===== config.mk =====
export PLATFORM = sky130hd
export DESIGN_NAME = rf_read_streamer
export DESIGN_NICKNAME = d
export VERILOG_FILES = /design/src/rtl/bus_definitions.sv /design/src/rtl/rf_read_streamer_addr_seq.sv /design/src/rtl/rf_read_streamer.sv
export SDC_FILE = /design/constraint.sdc
export NUM_CORES = 1
export LEC_CHECK = 0
export BUFFER_PORTS_ARGS = -buffer_cell sky130_fd_sc_hd__buf_4
export CORE_MARGIN = 4
export CORE_UTILIZATION = 40
export DETAILED_ROUTE_END_ITERATION = 10
export PLACE_DENSITY_LB_ADDON = 0.1
export SLEW_MARGIN = 10
export SYNTH_ARGS = -nofsm -noshare
export SYNTH_HDL_FRONTEND = slang
export SYNTH_SLANG_ARGS = --single-unit

===== constraint.sdc =====
create_clock -name clk -period 2.1 [get_ports clk]
set_input_delay 0.21 -clock clk [delete_from_list [all_inputs] [get_ports clk]]
set_output_delay 0.21 -clock clk [all_outputs]
set_load 0.05 [all_outputs]

===== src/rtl/bus_definitions.sv =====
// Shared types for the RegFile read-stream path: sweep FSM states and the
// word/address/last record that travels on the output stream.
package bus_definitions;

  localparam int RF_WS    = 4;
  localparam int RF_DEPTH = 8;
  localparam int RF_AS    = $clog2(RF_DEPTH);

  typedef enum logic [1:0] {
    IDLE = 2'd0,
    READ = 2'd1,
    HOLD = 2'd2,
    DONE = 2'd3
  } rf_stream_state_t;

  typedef struct packed {
    logic [RF_WS-1:0] data;
    logic [RF_AS-1:0] addr;
    logic             last;
  } rf_stream_word_t;

endpackage


===== src/rtl/rf_read_streamer_addr_seq.sv =====
// Window walker: current RegFile address (wrapping modulo DEPTH) and the
// number of words still to be read in the sweep.
module rf_addr_seq #(
  parameter int DEPTH = 8,
  parameter int AS    = $clog2(DEPTH)
) (
  input  logic          clk,
  input  logic          reset,
  input  logic          clear,
  input  logic          load,
  input  logic          dec,
  input  logic          step,
  input  logic [AS-1:0] load_addr,
  input  logic [AS:0]   load_count,
  output logic [AS-1:0] cur_addr,
  output logic          is_last
);

  localparam logic [AS:0]   FULL_COUNT = (AS+1)'(DEPTH);
  localparam logic [AS:0]   ONE_COUNT  = (AS+1)'(1);
  localparam logic [AS-1:0] TOP_ADDR   = AS'(DEPTH-1);
  localparam logic [AS-1:0] ONE_ADDR   = AS'(1);

  logic [AS:0] remaining;

  always_ff @(posedge clk or negedge reset) begin
    if (!reset) begin
      cur_addr  <= '0;
      remaining <= '0;
    end else if (clear) begin
      cur_addr  <= '0;
      remaining <= '0;
    end else if (load) begin
      cur_addr  <= load_addr;
      // A zero count means a full-bank sweep.
      remaining <= (load_count == '0) ? FULL_COUNT : load_count;
    end else begin
      if (dec) remaining <= remaining - ONE_COUNT;
      // Explicit compare keeps the wrap correct for non-power-of-2 depths.
      if (step) cur_addr <= (cur_addr == TOP_ADDR) ? '0 : cur_addr + ONE_ADDR;
    end
  end

  assign is_last = (remaining == ONE_COUNT);

endmodule


===== src/rtl/rf_read_streamer.sv =====
// Sweeps a window of RegFile addresses, one read per word, and presents each
// captured word on a valid/ready stream tagged with its address and a last flag.
//
// state | meaning
// IDLE  | waiting for start; stream empty
// READ  | rf_rd asserted for one cycle, word captured at the closing edge
// HOLD  | word presented on the stream until accepted downstream
// DONE  | one-cycle done pulse after the final word was accepted
module rf_read_streamer
  import bus_definitions::*;
#(
  parameter int WS    = RF_WS,
  parameter int DEPTH = RF_DEPTH,
  parameter int AS    = $clog2(DEPTH)
) (
  input  logic          clk,
  input  logic          reset,
  input  logic          start,
  input  logic [AS-1:0] base_addr,
  input  logic [AS:0]   count,
  input  logic          abort,
  output logic          busy,
  output logic          done,
  output logic          rf_rd,
  output logic [AS-1:0] rf_addr_rd,
  input  logic [WS-1:0] rf_data_rd,
  output logic          out_valid,
  input  logic          out_ready,
  output logic [WS-1:0] out_data,
  output logic [AS-1:0] out_addr,
  output logic          out_last
);

  rf_stream_state_t state;
  logic [AS-1:0]    cur_addr;
  logic             is_last;
  logic             accept;
  logic             seq_load;
  logic             seq_dec;
  logic             seq_step;

  // Acceptance uses only registered out_valid, so out_ready never reaches an output.
  assign accept   = (state == HOLD) && out_valid && out_ready;
  assign seq_load = (state == IDLE) && start && !abort;
  assign seq_dec  = (state == READ) && !abort;
  assign seq_step = accept && !out_last && !abort;

  rf_addr_seq #(
    .DEPTH (DEPTH),
    .AS    (AS)
  ) u_addr_seq (
    .clk        (clk),
    .reset      (reset),
    .clear      (abort),
    .load       (seq_load),
    .dec        (seq_dec),
    .step       (seq_step),
    .load_addr  (base_addr),
    .load_count (count),
    .cur_addr   (cur_addr),
    .is_last    (is_last)
  );

  assign busy       = (state != IDLE);
  assign done       = (state == DONE);
  assign rf_rd      = (state == READ);
  assign rf_addr_rd = (state == READ) ? cur_addr : '0;

  always_ff @(posedge clk or negedge reset) begin
    if (!reset) begin
      state     <= IDLE;
      out_valid <= 1'b0;
      out_data  <= '0;
      out_addr  <= '0;
      out_last  <= 1'b0;
    end else if (abort) begin
      state     <= IDLE;
      out_valid <= 1'b0;
    end else begin
      case (state)
        IDLE: if (start) state <= READ;
        READ: begin
          out_data  <= rf_data_rd;
          out_addr  <= cur_addr;
          out_last  <= is_last;
          out_valid <= 1'b1;
          state     <= HOLD;
        end
        HOLD: if (accept) begin
          out_valid <= 1'b0;
          state     <= out_last ? DONE : READ;
        end
        DONE:    state <= IDLE;
        default: state <= IDLE;
      endcase
    end
  end

endmodule

==> results by group, run 1 <==
Placement
  • Detailed Place HPWL: 1690 µm
  • Number of input and output port buffers inserted: 30
  • Final Wtd Congestion: 0.845
  • Placed Area: 1240 µm²
  • Setup slack after placement: 0.420 ns

Critical path
  • Launching point of the worst reg2reg path: u_addr_seq.cur_addr[0]$_DFFE_PN0P_
  • End of the worst register-to-register path: u_addr_seq.cur_addr[0]$_DFFE_PN0P_
  • Crit path cell chain: nor2b_2, and2_1, buf_4
  • Stages on worst setup path: 3
  • Critical path startpoint category: flip-flop
  • Highest net fanout along the worst path: 18
  • R2R cell count: 4
  • Buf+Inv Stages, Crit Path: 1
  • Worst Setup Path Type: flip-flop to output pin
  • Register-to-register path setup slack: 0.41 ns
  • Maximum cell stage delay along the critical path: 0.65 ns
  • Required time of the worst setup path: about 1.9 ns
  • Worst Setup SP: state[0]$_DFFE_PN0P_
  • Largest delay share family, worst path: flip-flops
  • Crit path DAT: 1.60 ns
  • Worst Setup End Kind: output pin
  • Slowest-stage cell, CP: sky130_fd_sc_hd__dfrtp_1

Clocking
  • Max Buffers Root-to-Sink: 2
  • Clk pin slew, worst setup/hold paths: about 0.10 ns
  • Clock tree from TritonCTS: yes
  • Clock Sinks: 18
  • Clock buffers created by TritonCTS: 3
  • Clock latency on the worst-skew pair: a little under 0.3 ns
  • Clock tree root driver cell: sky130_fd_sc_hd__clkbuf_4
  • H-tree lvl count: 1
  • Post-CTS setup buffers: 0

Floorplan
  • Full die area: approximately 3400 µm²
  • Die Height: 58.0 µm
  • Core ar.: 2300 µm²
  • Floorplan row count: 17
  • Die span in x: slightly below 60 µm
  • Effective utilization at floorplan: ~44%
  • IO Count: 31

Final layout
  • Antenna cell count: 0
  • Layout area overhead: 28.9%
  • Post-layout nets: 153
  • Finished layout cell area: 1290 µm²
  • Fraction of layout cells with a size suffix above 1: between 30 and 40%

STA
  • Final setup viols: 0
  • Relative max-transition margin: 67.5%
  • Final Cycle Share: 86.3%
  • Final-layout worst hold slack: around 0.15 ns
  • Layout Skew: 0.00406 ns
  • Setup repair after global routing missed its margin: false
  • Final Max Tran Viols: 0
  • Setup slack of the critical path after layout: 0.287 ns
  • Max Clock Freq: 0.552 GHz
  • Slew at the pin closest to its max-slew limit: 0.488 ns
  • Final-report hold violation count: 0
  • Setup TNS after final layout: 0 ns
  • Post-route minimum period: 1.81 ns

GRT
  • Global-route total usage across every layer: 14.5%
  • Global-route wire length before repair: 3810 µm
  • Final global-route overflow total: 0
  • Vias in the first global route: 851
  • Initial antenna violation count: 0
  • Largest net degree at the start of global routing: 19

Synth
  • Number of enable flip-flop cells after synthesis: 0
  • Syn nets: about 120
  • Count of mapped cells out of synthesis: 101
  • Dominant cell type by area after synthesis: sky130_fd_sc_hd__dfrtp_1
  • Area share of the largest cell type after synthesis: 45.0%
  • Warning count from the yosys run: 0
  • Most common flop cell mapped by yosys: sky130_fd_sc_hd__dfrtp_1
  • Average cell area after synthesis: 9.91 µm²
  • Total standard cell area after synthesis: 1000 µm²
  • Number of register bits inferred by synthesis: 18
  • Fraction of registers with async set/reset: 100%
  • Leading post-synthesis cells by instance count: sky130_fd_sc_hd__dfrtp_1, sky130_fd_sc_hd__o21ai_0, sky130_fd_sc_hd__inv_1, sky130_fd_sc_hd__a21oi_1, sky130_fd_sc_hd__mux2_2
  • Top-count cell post-synth: sky130_fd_sc_hd__dfrtp_1
  • Seq/Total Area, Yosys: between 40% and 50%
  • Number of different library cells in the post-synthesis netlist: 35
  • Cell types occupying the most area after synthesis: sky130_fd_sc_hd__dfrtp_1, sky130_fd_sc_hd__mux2_2, sky130_fd_sc_hd__ha_1

Drt
  • Number of DRC markers after the initial detailed-route iteration: 11
  • First-pass iteration count of the detailed router: 4
  • Average vias per placed instance: 5.29
  • Routed WL: ~2200 µm
  • Routed vias: 847
  • Post-detailed-route wirelength per cell: 14.0 µm
  • Count of nets left with antenna violations after detail routing: 0
  • Detailed-route DRC error count: 0

Run status
  • Outcome: finished clean

Flow run
  • Maximum Capacitance Violations: 0

Pwr
  • Worst IR Drop VDD: 0.000709 V
  • Total leakage power: 0.000608 µW
  • Total Power Consumption: approximately 1100 µW
  • PwrDens: 847 nW/µm²

Min path
  • Path type of the worst min-delay path: input pin to flip-flop
  • Beginning of the worst hold path: rf_data_rd[1]
  • Capture endpoint of the worst hold path: out_data[1]$_DFFE_PN0P_
  • Worst Hold Depth: 2
[what timing repair did]
item                      in CTS  in global routing
gates resized for setup        0                  0
hold endpoints to repair      18                  0
hold buffers                   1                  0
[worst max path at each step]
stage / endpoint / slack (ns)
3_3_place_gp: u_addr_seq.cur_addr[0]$_DFFE_PN0P_ / 0.49
3_5_place_dp: u_addr_seq.cur_addr[0]$_DFFE_PN0P_ / 0.42
5_1_grt: rf_addr_rd[1] / 0.12
4_1_cts: rf_addr_rd[2] / 0.25
2_1_floorplan: rf_addr_rd[0] / 0.12
6_report: rf_addr_rd[2] / 0.29
[where the power goes]
group	total, µW	switching (µW)	leakage (µW)	internal [µW]
sequential	456	50.4	0.000232	406
clock	210	104	0.0000210	106
combinational	426	270	0.000355	156
total	1090	425	0.000608	667
[cell usage in the layout (no fill, tap or decap), types with 2 or more instances in the layout]
cell type | synthesis | routed
sky130_fd_sc_hd__ha_1 | 4 | 4
sky130_fd_sc_hd__nor2_1 | 6 | 6
sky130_fd_sc_hd__nor3_1 | 2 | 2
sky130_fd_sc_hd__clkbuf_4 | 0 | 3
sky130_fd_sc_hd__a211oi_1 | 2 | 2
sky130_fd_sc_hd__nand3_1 | 2 | 2
sky130_fd_sc_hd__o21ai_0 | 10 | 10
sky130_fd_sc_hd__nor3b_1 | 3 | 3
sky130_fd_sc_hd__buf_4 | 0 | 31
sky130_fd_sc_hd__inv_1 | 9 | 9
sky130_fd_sc_hd__mux2_2 | 7 | 7
sky130_fd_sc_hd__dfrtp_1 | 18 | 18
sky130_fd_sc_hd__a21oi_1 | 7 | 7
sky130_fd_sc_hd__and2_1 | 4 | 4
sky130_fd_sc_hd__nand2_1 | 2 | 2
[metal layers]
metal  up-vias  track usage (%)  wire length, µm
li1        424                -                -
met1       395             20.8             1060
met2        24             21.6             1030
met3         4             2.23              120
met4         0             5.96               27
met5         -                0                0
[stage by stage]
step           utilization (%)  cells
3_5_place_dp              54.1    155
5_1_grt                   56.2    160
4_1_cts                   56.2    160
3_3_place_gp              54.1    155
2_1_floorplan                -    101
6_report                  56.2    160
[layout make-up]
cell class                 instances  area (µm²)
fill                             211        1010
sequential                        18         450
multi-input combinational         69         492
clock buffer                       4        36.3
timing repair buffer              32         243
tap                               28        35.0
inverter                           9        33.8
[state kept, by name, summed over array words and instances (netlist names)]
register,count
out_data,4
u_addr_seq.remaining,4
out_addr,3
u_addr_seq.cur_addr,3
state,2
out_last,1
out_valid,1
[logic make-up (layout without fill, tap and decap cells)]
logic type	Yosys count	in the layout	share of synthesized area, %
buffers and inverters	14	45	6.12
AND/OR/NAND/NOR	31	31	19.1
flip-flops	18	18	45.0
AO/OA/AOI/OAI	27	27	16.9
multiplexers	7	7	7.88
adder cells (fa/ha/maj)	4	4	5.00
[worst reg2reg max path: cells and delay by family, from the launching register on]
kind	cells	cell delay, ns
compound gates	1	0.27
flops	1	0.42
fa+ha+maj	2	0.41
simple gates	1	0.49
Power figures use the tool's default switching activity.
==> run 2, diff against run 1 <==
--- a/config.mk
+++ b/config.mk
@@ -5,6 +5,7 @@
 export SDC_FILE = /design/constraint.sdc
 export NUM_CORES = 1
 export LEC_CHECK = 0
+export ABC_AREA = 1
 export BUFFER_PORTS_ARGS = -buffer_cell sky130_fd_sc_hd__buf_4
 export CORE_MARGIN = 4
 export CORE_UTILIZATION = 40
==> results by group, run 2 <==
Synth
  • Average cell area after synthesis: 7.33 µm² (was 9.91 µm²)
  • Leading post-synthesis cells by instance count: sky130_fd_sc_hd__nand2_1, sky130_fd_sc_hd__dfrtp_1, sky130_fd_sc_hd__inv_1, sky130_fd_sc_hd__nand3_1, sky130_fd_sc_hd__nor2_1 (was sky130_fd_sc_hd__dfrtp_1, sky130_fd_sc_hd__o21ai_0, sky130_fd_sc_hd__inv_1, sky130_fd_sc_hd__a21oi_1, sky130_fd_sc_hd__mux2_2)
  • Count of mapped cells out of synthesis: 138 (was 101)
  • Seq/Total Area, Yosys: 44.5% (was 45.0%)
  • Most common flop cell mapped by yosys: sky130_fd_sc_hd__dfrtp_1 (unchanged)
  • Cell types occupying the most area after synthesis: sky130_fd_sc_hd__dfrtp_1, sky130_fd_sc_hd__nand2_1, sky130_fd_sc_hd__nand3_1 (was sky130_fd_sc_hd__dfrtp_1, sky130_fd_sc_hd__mux2_2, sky130_fd_sc_hd__ha_1)
  • Area share of the largest cell type after synthesis: 44.5% (was 45.0%)
  • Number of register bits inferred by synthesis: 18 (unchanged)
  • Fraction of registers with async set/reset: 100% (unchanged)
  • Syn nets: 158 (was 121)
  • Number of different library cells in the post-synthesis netlist: 19 (was 35)
  • Total standard cell area after synthesis: 1010 µm² (was 1000 µm²)
  • Number of enable flip-flop cells after synthesis: 0 (unchanged)
  • Warning count from the yosys run: 0 (unchanged)
  • Dominant cell type by area after synthesis: sky130_fd_sc_hd__dfrtp_1 (unchanged)
  • Top-count cell post-synth: sky130_fd_sc_hd__nand2_1 (was sky130_fd_sc_hd__dfrtp_1)

STA
  • Final-report hold violation count: 0 (unchanged)
  • Slew at the pin closest to its max-slew limit: 0.311 ns (was 0.488 ns)
  • Layout Skew: 0.00949 ns (was 0.00406 ns)
  • Max Clock Freq: 0.633 GHz (was 0.552 GHz)
  • Setup TNS after final layout: 0 ns (unchanged)
  • Relative max-transition margin: 79.2% (was 67.5%)
  • Setup repair after global routing missed its margin: false (unchanged)
  • Post-route minimum period: 1.58 ns (was 1.81 ns)
  • Final Max Tran Viols: 0 (unchanged)
  • Final Cycle Share: 75.2% (was 86.3%)
  • Final setup viols: 0 (unchanged)

Placement
  • Placed Area: 1260 µm² (was 1240 µm²)
  • Number of input and output port buffers inserted: 30 (unchanged)
  • Final Wtd Congestion: 0.762 (was 0.845)
  • Detailed Place HPWL: 1950 µm (was 1690 µm)

Critical path
  • Slowest-stage cell, CP: sky130_fd_sc_hd__dfrtp_1 (unchanged)
  • Launching point of the worst reg2reg path: state[1]$_DFFE_PN0P_ (was u_addr_seq.cur_addr[0]$_DFFE_PN0P_)
  • Maximum cell stage delay along the critical path: 0.46 ns (was 0.65 ns)
  • Worst Setup Path Type: flip-flop to output pin (unchanged)
  • Worst Setup End Kind: output pin (unchanged)
  • Required time of the worst setup path: 1.89 ns (about the same)
  • Highest net fanout along the worst path: 6 (was 18)
  • Crit path cell chain: inv_2, nand2_2, nor2_1, buf_4 (was nor2b_2, and2_1, buf_4)
  • Critical path startpoint category: flip-flop (unchanged)
  • Register-to-register path setup slack: 0.70 ns (was 0.41 ns)
  • R2R cell count: 6 (was 4)
  • End of the worst register-to-register path: state[1]$_DFFE_PN0P_ (was u_addr_seq.cur_addr[0]$_DFFE_PN0P_)
  • Crit path DAT: 1.37 ns (was 1.60 ns)

GRT
  • Global-route wire length before repair: 4290 µm (was 3810 µm)
  • Final global-route overflow total: 0 (unchanged)
  • Initial antenna violation count: 0 (unchanged)
  • Largest net degree at the start of global routing: 19 (unchanged)
  • Vias in the first global route: 991 (was 851)
  • Global-route total usage across every layer: 16.3% (was 14.5%)

Clocking
  • H-tree lvl count: 1 (unchanged)
  • Clock Sinks: 18 (unchanged)
  • Max Buffers Root-to-Sink: 2 (unchanged)
  • Clock tree root driver cell: sky130_fd_sc_hd__clkbuf_4 (unchanged)
  • Clock buffers created by TritonCTS: 3 (unchanged)
  • Clock tree from TritonCTS: yes (unchanged)
  • Clk pin slew, worst setup/hold paths: 0.11 ns (was 0.10 ns)
  • Clock latency on the worst-skew pair: 0.30 ns (was 0.29 ns)

Pwr
  • Power share of the clock group: 12.8% (was 19.2%)
  • PwrDens: 1090 nW/µm² (was 847 nW/µm²)
  • Part of the power in registers: 36.8% (was 41.8%)
  • Comb power frac: 50.4% (was 39.0%)
  • Switch share: 48.4% (was 38.9%)
  • Power spent charging and discharging nets: 680 µW (was 425 µW)
  • Total leakage power: 0.000728 µW (was 0.000608 µW)
  • Worst IR Drop VDD: 0.000888 V (was 0.000709 V)
  • Int Power: 724 µW (was 667 µW)

Floorplan
  • Effective utilization at floorplan: 43.7% (was 43.6%)
  • Die span in x: 58.3 µm (was 58.0 µm)
  • Floorplan row count: 17 (unchanged)
  • IO Count: 31 (unchanged)
  • Full die area: 3400 µm² (was 3370 µm²)
  • Die Height: 58.3 µm (was 58.0 µm)
  • Core ar.: 2320 µm² (was 2300 µm²)

Min path
  • Beginning of the worst hold path: rf_data_rd[1] (unchanged)
  • Path type of the worst min-delay path: input pin to flip-flop (unchanged)
  • Capture endpoint of the worst hold path: out_data[1]$_DFFE_PN0P_ (unchanged)
  • Worst Hold Depth: 3 (was 2)

Flow run
  • Maximum Capacitance Violations: 0 (unchanged)

Final layout
  • Most common cell after layout, fill and taps aside: sky130_fd_sc_hd__nand2_1 (was sky130_fd_sc_hd__buf_4)
  • Fraction of layout cells with a size suffix above 1: 24.1% (was 36.4%)
  • Leading cell types in the layout, fill and taps excluded: sky130_fd_sc_hd__nand2_1, sky130_fd_sc_hd__buf_4, sky130_fd_sc_hd__dfrtp_1, sky130_fd_sc_hd__inv_1, sky130_fd_sc_hd__nand3_1 (was sky130_fd_sc_hd__buf_4, sky130_fd_sc_hd__dfrtp_1, sky130_fd_sc_hd__o21ai_0, sky130_fd_sc_hd__inv_1)
  • Core Util, Final: 55.6% (was 56.2%)
  • Antenna cell count: 0 (unchanged)
  • Registers with the most flip-flops: out_data x4, u_addr_seq.remaining x4 (unchanged)
  • Layout area overhead: 27.4% (was 28.9%)
  • Finished layout cell area: 1290 µm² (unchanged)
  • Post-layout nets: 192 (was 153)

Drt
  • Count of nets left with antenna violations after detail routing: 0 (unchanged)
  • Detailed-route DRC error count: 0 (unchanged)
  • Number of DRC markers after the initial detailed-route iteration: 10 (was 11)
  • Post-detailed-route wirelength per cell: 12.5 µm (was 14.0 µm)
  • First-pass iteration count of the detailed router: 4 (unchanged)
  • Average vias per placed instance: 5.11 (was 5.29)
  • Routed vias: 1011 (was 847)
  • Routed WL: 2480 µm (was 2240 µm)

Run status
  • Outcome: finished clean (unchanged)
-- run 2: critical path: cells and delay by family (launching register included) --
| family | cells | cell delay (ns) |
|---|---|---|
| and+or+nand+nor | 2 | 0.26 |
| buffers and inverters | 2 | 0.34 |
| DFF | 1 | 0.46 |
-- run 2: power by group through the flow --
stage / sequential [µW] / clock (µW) / combinational, µW
6_report: 517 / 179 / 707
5_1_grt: 532 / 204 / 770
4_1_cts: 517 / 182 / 716
3_5_place_dp: 524 / 0 / 712
3_3_place_gp: 519 / 0 / 702
2_1_floorplan: 735 / 0 / 275
-- run 2: timing repair --
action                                  CTS  global route
gates resized for setup                   0             0
endpoints found under the setup margin    0             0
setup buffers                             0             0
hold buffers                              1             0
endpoints found under the hold margin    18             0
-- run 2: logic make-up after synthesis --
group / count (synthesis) / share of synthesized area, %
AND/OR/NAND/NOR: 87 / 37.6
buffers and inverters: 20 / 8.16
flip-flops: 18 / 44.5
AO/OA/AOI/OAI: 9 / 4.82
adder cells (fa/ha/maj): 4 / 4.94
-- run 2: cell type report --
cell class / count / area (µm²)
Timing Repair Buffer: 31 / 235
Clock buffer: 3 / 22.5
Inverter: 18 / 67.6
Multi-Input combinational cell: 100 / 479
Fill cell: 236 / 1030
Tap cell: 28 / 35.0
Sequential cell: 18 / 450
-- run 2: per-layer routing --
layer	up-vias	GRT usage, %	part of all wire (%)
met5	-	0	0
met4	0	7.95	1.6
met3	6	3.51	6.5
met2	33	26.0	46
met1	470	20.8	46
li1	502	-	-
-- run 2: worst max path at each step --
stage | slack [ns] | end | startpoint | depth (start not counted)
3_5_place_dp | 0.75 | state[1]$_DFFE_PN0P_ | state[1]$_DFFE_PN0P_ | 6
6_report | 0.52 | rf_addr_rd[0] | state[1]$_DFFE_PN0P_ | 4
4_1_cts | 0.52 | rf_addr_rd[0] | state[1]$_DFFE_PN0P_ | 4
2_1_floorplan | 0.50 | u_addr_seq.remaining[1]$_DFFE_PN0P_ | state[0]$_DFFE_PN0P_ | 7
5_1_grt | 0.40 | rf_addr_rd[0] | state[1]$_DFFE_PN0P_ | 4
3_3_place_gp | 0.78 | state[1]$_DFFE_PN0P_ | state[1]$_DFFE_PN0P_ | 6
-- run 2: metrics by stage --
| step | cells | total power, µW | setup slack, ns | hold slack (ns) |
|---|---|---|---|---|
| final | 198 | 1400 | 0.521 | 0.113 |
| after global routing | 198 | 1510 | 0.399 | 0.0976 |
| after CTS | 198 | 1410 | 0.515 | 0.106 |
| after detailed placement | 194 | 1240 | 0.749 | 0.0997 |
| after global placement | 194 | 1220 | 0.781 | 0.0935 |
| after floorplan | 138 | 1010 | 0.502 | -0.0856 |
==> run 3, diff against run 2 <==
==> constraint.sdc (replaced) <==
create_clock -name clk -period 1.3 [get_ports clk]
set_input_delay 0.13 -clock clk [delete_from_list [all_inputs] [get_ports clk]]
set_output_delay 0.13 -clock clk [all_outputs]
set_load 0.05 [all_outputs]
==> results by group, run 3 (synthesis results as in run 2) <==
Pwr
  • Power spent charging and discharging nets: 1170 µW (was 680 µW)
  • Worst IR Drop VDD: 0.00107 V (was 0.000888 V)
  • Int Power: 1340 µW (was 724 µW)
  • Part of the power in registers: 33.2% (was 36.8%)
  • Power share of the clock group: 13.8% (was 12.8%)
  • Total leakage power: 0.000785 µW (was 0.000728 µW)
  • Comb power frac: 53.0% (was 50.4%)
  • Switch share: 46.5% (was 48.4%)
  • PwrDens: 1680 nW/µm² (was 1090 nW/µm²)

Placement
  • Setup slack after placement: -0.00198 ns (was 0.749 ns)
  • Final Wtd Congestion: 0.850 (was 0.762)
  • Total placed cells including tap cells: 198 (was 194)
  • Number of input and output port buffers inserted: 30 (unchanged)
  • Detailed Place HPWL: 1820 µm (was 1950 µm)

Floorplan
  • Core ar.: 2320 µm² (unchanged)
  • Full die area: 3400 µm² (unchanged)
  • Effective utilization at floorplan: 43.7% (unchanged)
  • Floorplan row count: 17 (unchanged)
  • Die span in x: 58.3 µm (unchanged)
  • Die Height: 58.3 µm (unchanged)
  • IO Count: 31 (unchanged)

Drt
  • Count of nets left with antenna violations after detail routing: 0 (unchanged)
  • Routed WL: 2470 µm (was 2480 µm)
  • Post-detailed-route wirelength per cell: 11.9 µm (was 12.5 µm)
  • First-pass iteration count of the detailed router: 4 (unchanged)
  • Average vias per placed instance: 4.95 (was 5.11)
  • Detailed-route DRC error count: 0 (unchanged)
  • Number of DRC markers after the initial detailed-route iteration: 26 (was 10)
  • Routed vias: 1029 (was 1011)

STA
  • Relative max-transition margin: 81.2% (was 79.2%)
  • Layout Skew: 0.00799 ns (was 0.00949 ns)
  • Max Clock Freq: 0.759 GHz
  • Final-report hold violation count: 0 (unchanged)
  • Final Cycle Share: 101%
  • Slew at the pin closest to its max-slew limit: 0.281 ns (was 0.311 ns)
  • Final Max Tran Viols: 0 (unchanged)
  • Setup repair after global routing missed its margin: true (was false)
  • Final setup viols: 4 (was 0)
  • Setup slack of the critical path after layout: -0.0169 ns (was 0.521 ns)
  • Post-route minimum period: 1.32 ns

Critical path
  • Crit path cell chain: buf_6, nor2_4, inv_2, buf_6 (was inv_2, nand2_2, nor2_1, buf_4)
  • Worst Setup Path Type: flip-flop to output pin (unchanged)
  • Launching point of the worst reg2reg path: state[1]$_DFFE_PN0P_ (unchanged)
  • Crit path DAT: 1.19 ns (was 1.37 ns)
  • Register-to-register path setup slack: 0.03 ns (was 0.70 ns)
  • End of the worst register-to-register path: u_addr_seq.cur_addr[1]$_DFFE_PN0P_ (was state[1]$_DFFE_PN0P_)
  • Maximum cell stage delay along the critical path: 0.45 ns (was 0.46 ns)
  • Buf+Inv Stages, Crit Path: 3 (was 2)
  • Critical path startpoint category: flip-flop (unchanged)
  • Critical path's most frequent cell: sky130_fd_sc_hd__buf_6
  • R2R cell count: 7 (was 6)
  • Worst Setup End Kind: output pin (unchanged)
  • Worst Setup SP: state[1]$_DFFE_PN0P_ (unchanged)
  • Required time of the worst setup path: 1.17 ns (was 1.89 ns)
  • Highest net fanout along the worst path: 4 (was 6)
  • Largest delay share family, worst path: flip-flops (unchanged)
  • Slowest-stage cell, CP: sky130_fd_sc_hd__dfrtp_2 (was sky130_fd_sc_hd__dfrtp_1)

GRT
  • Final global-route overflow total: 0 (unchanged)
  • Vias in the first global route: 928 (was 991)
  • Initial antenna violation count: 0 (unchanged)
  • Global-route wire length before repair: 4000 µm (was 4290 µm)
  • Largest net degree at the start of global routing: 19 (unchanged)
  • Global-route total usage across every layer: 15.3% (was 16.3%)

Clocking
  • Max Buffers Root-to-Sink: 2 (unchanged)
  • Clock buffers created by TritonCTS: 3 (unchanged)
  • Clock Sinks: 18 (unchanged)
  • Clock tree from TritonCTS: yes (unchanged)
  • H-tree lvl count: 1 (unchanged)
  • Clock tree root driver cell: sky130_fd_sc_hd__clkbuf_4 (unchanged)
  • Clk pin slew, worst setup/hold paths: 0.11 ns (about the same)
  • Clock latency on the worst-skew pair: 0.30 ns (about the same)

Final layout
  • Registers with the most flip-flops: out_data x4, u_addr_seq.remaining x4 (unchanged)
  • Leading cell types in the layout, fill and taps excluded: sky130_fd_sc_hd__nand2_1, sky130_fd_sc_hd__buf_4, sky130_fd_sc_hd__dfrtp_1, sky130_fd_sc_hd__inv_1, sky130_fd_sc_hd__nand3_1 (unchanged)
  • Antenna cell count: 0 (unchanged)
  • Core Util, Final: 64.4% (was 55.6%)
  • Layout area overhead: 47.6% (was 27.4%)
  • Most common cell after layout, fill and taps aside: sky130_fd_sc_hd__nand2_1 (unchanged)
  • Post-layout nets: 201 (was 192)
  • Final cell count without fillers: 208 (was 198)
  • Fraction of layout cells with a size suffix above 1: 37.2% (was 24.1%)

Min path
  • Beginning of the worst hold path: rf_data_rd[3] (was rf_data_rd[1])
  • Path type of the worst min-delay path: input pin to flip-flop (unchanged)
  • Worst Hold Depth: 3 (unchanged)
  • Capture endpoint of the worst hold path: out_data[3]$_DFFE_PN0P_ (was out_data[1]$_DFFE_PN0P_)

Run status
  • Violated checks: negative setup slack
  • Outcome: finished, violations left (was finished clean)

Flow run
  • Maximum Capacitance Violations: 0 (unchanged)
run 3: worst max-delay path by stage:
stage	to	slack, ns	cells after the start
global route	rf_addr_rd[2]	-0.08	3
detailed placement	out_addr[1]$_DFFE_PN0P_	-0.002	7
finish	busy	-0.02	4
floorplan	rf_addr_rd[0]	-0.11	3
CTS	busy	-0.04	4
global placement	out_addr[1]$_DFFE_PN0P_	0.01	7
run 3: timing repair:
action                                  in CTS  in global routing
gates resized for setup                     19                 15
endpoints found under the setup margin       9                 17
pin swaps                                    2                  5
hold endpoints to repair                    18                  0
hold buffers                                 1                  0
setup buffers                                3                  3
run 3: area by class of cell:
cell class | count | area [µm²]
clock buffers | 4 | 36.3
fillers | 206 | 825
inverters | 18 | 70.1
multi-input cells | 100 | 563
flip-flops and latches | 18 | 453
well taps | 28 | 35.0
repair buffers | 40 | 337
run 3: metal layers:
layer,vias to the layer above,part of all wire (%),global-route usage (%)
met5,-,0,0
met2,28,46,22.5
met3,2,6.0,4.61
met1,470,47,21.7
li1,529,-,-
met4,0,0.57,4.30
run 3: metrics by stage:
step	hold slack (ns)	TNS [ns]	cell area, µm²	power [µW]
after floorplan	-0.166	-0.387	1010	1630
after global placement	0.0123	0	1290	1990
after CTS	0.0266	-0.0716	1420	2450
after detailed placement	0.0117	-0.00198	1290	2010
final	0.0336	-0.0225	1490	2510
after global routing	0.0302	-0.578	1490	2670
run 3: worst register-to-register path, cell delays in order (launching register included):
cell                      delay, ns
sky130_fd_sc_hd__dfrtp_2       0.42
sky130_fd_sc_hd__buf_6         0.14
sky130_fd_sc_hd__nor2_4        0.04
sky130_fd_sc_hd__buf_4         0.14
sky130_fd_sc_hd__a21oi_4       0.19
sky130_fd_sc_hd__nand2_2       0.11
sky130_fd_sc_hd__nand2_1       0.08
sky130_fd_sc_hd__nand2_1       0.04
run 3: power by group through the flow:
stage | combinational (µW) | sequential (µW) | clock [µW]
after floorplan | 445 | 1190 | 0
after global placement | 1160 | 833 | 0
after detailed placement | 1170 | 840 | 0
after CTS | 1260 | 830 | 360
after global routing | 1440 | 852 | 379
final | 1330 | 833 | 347
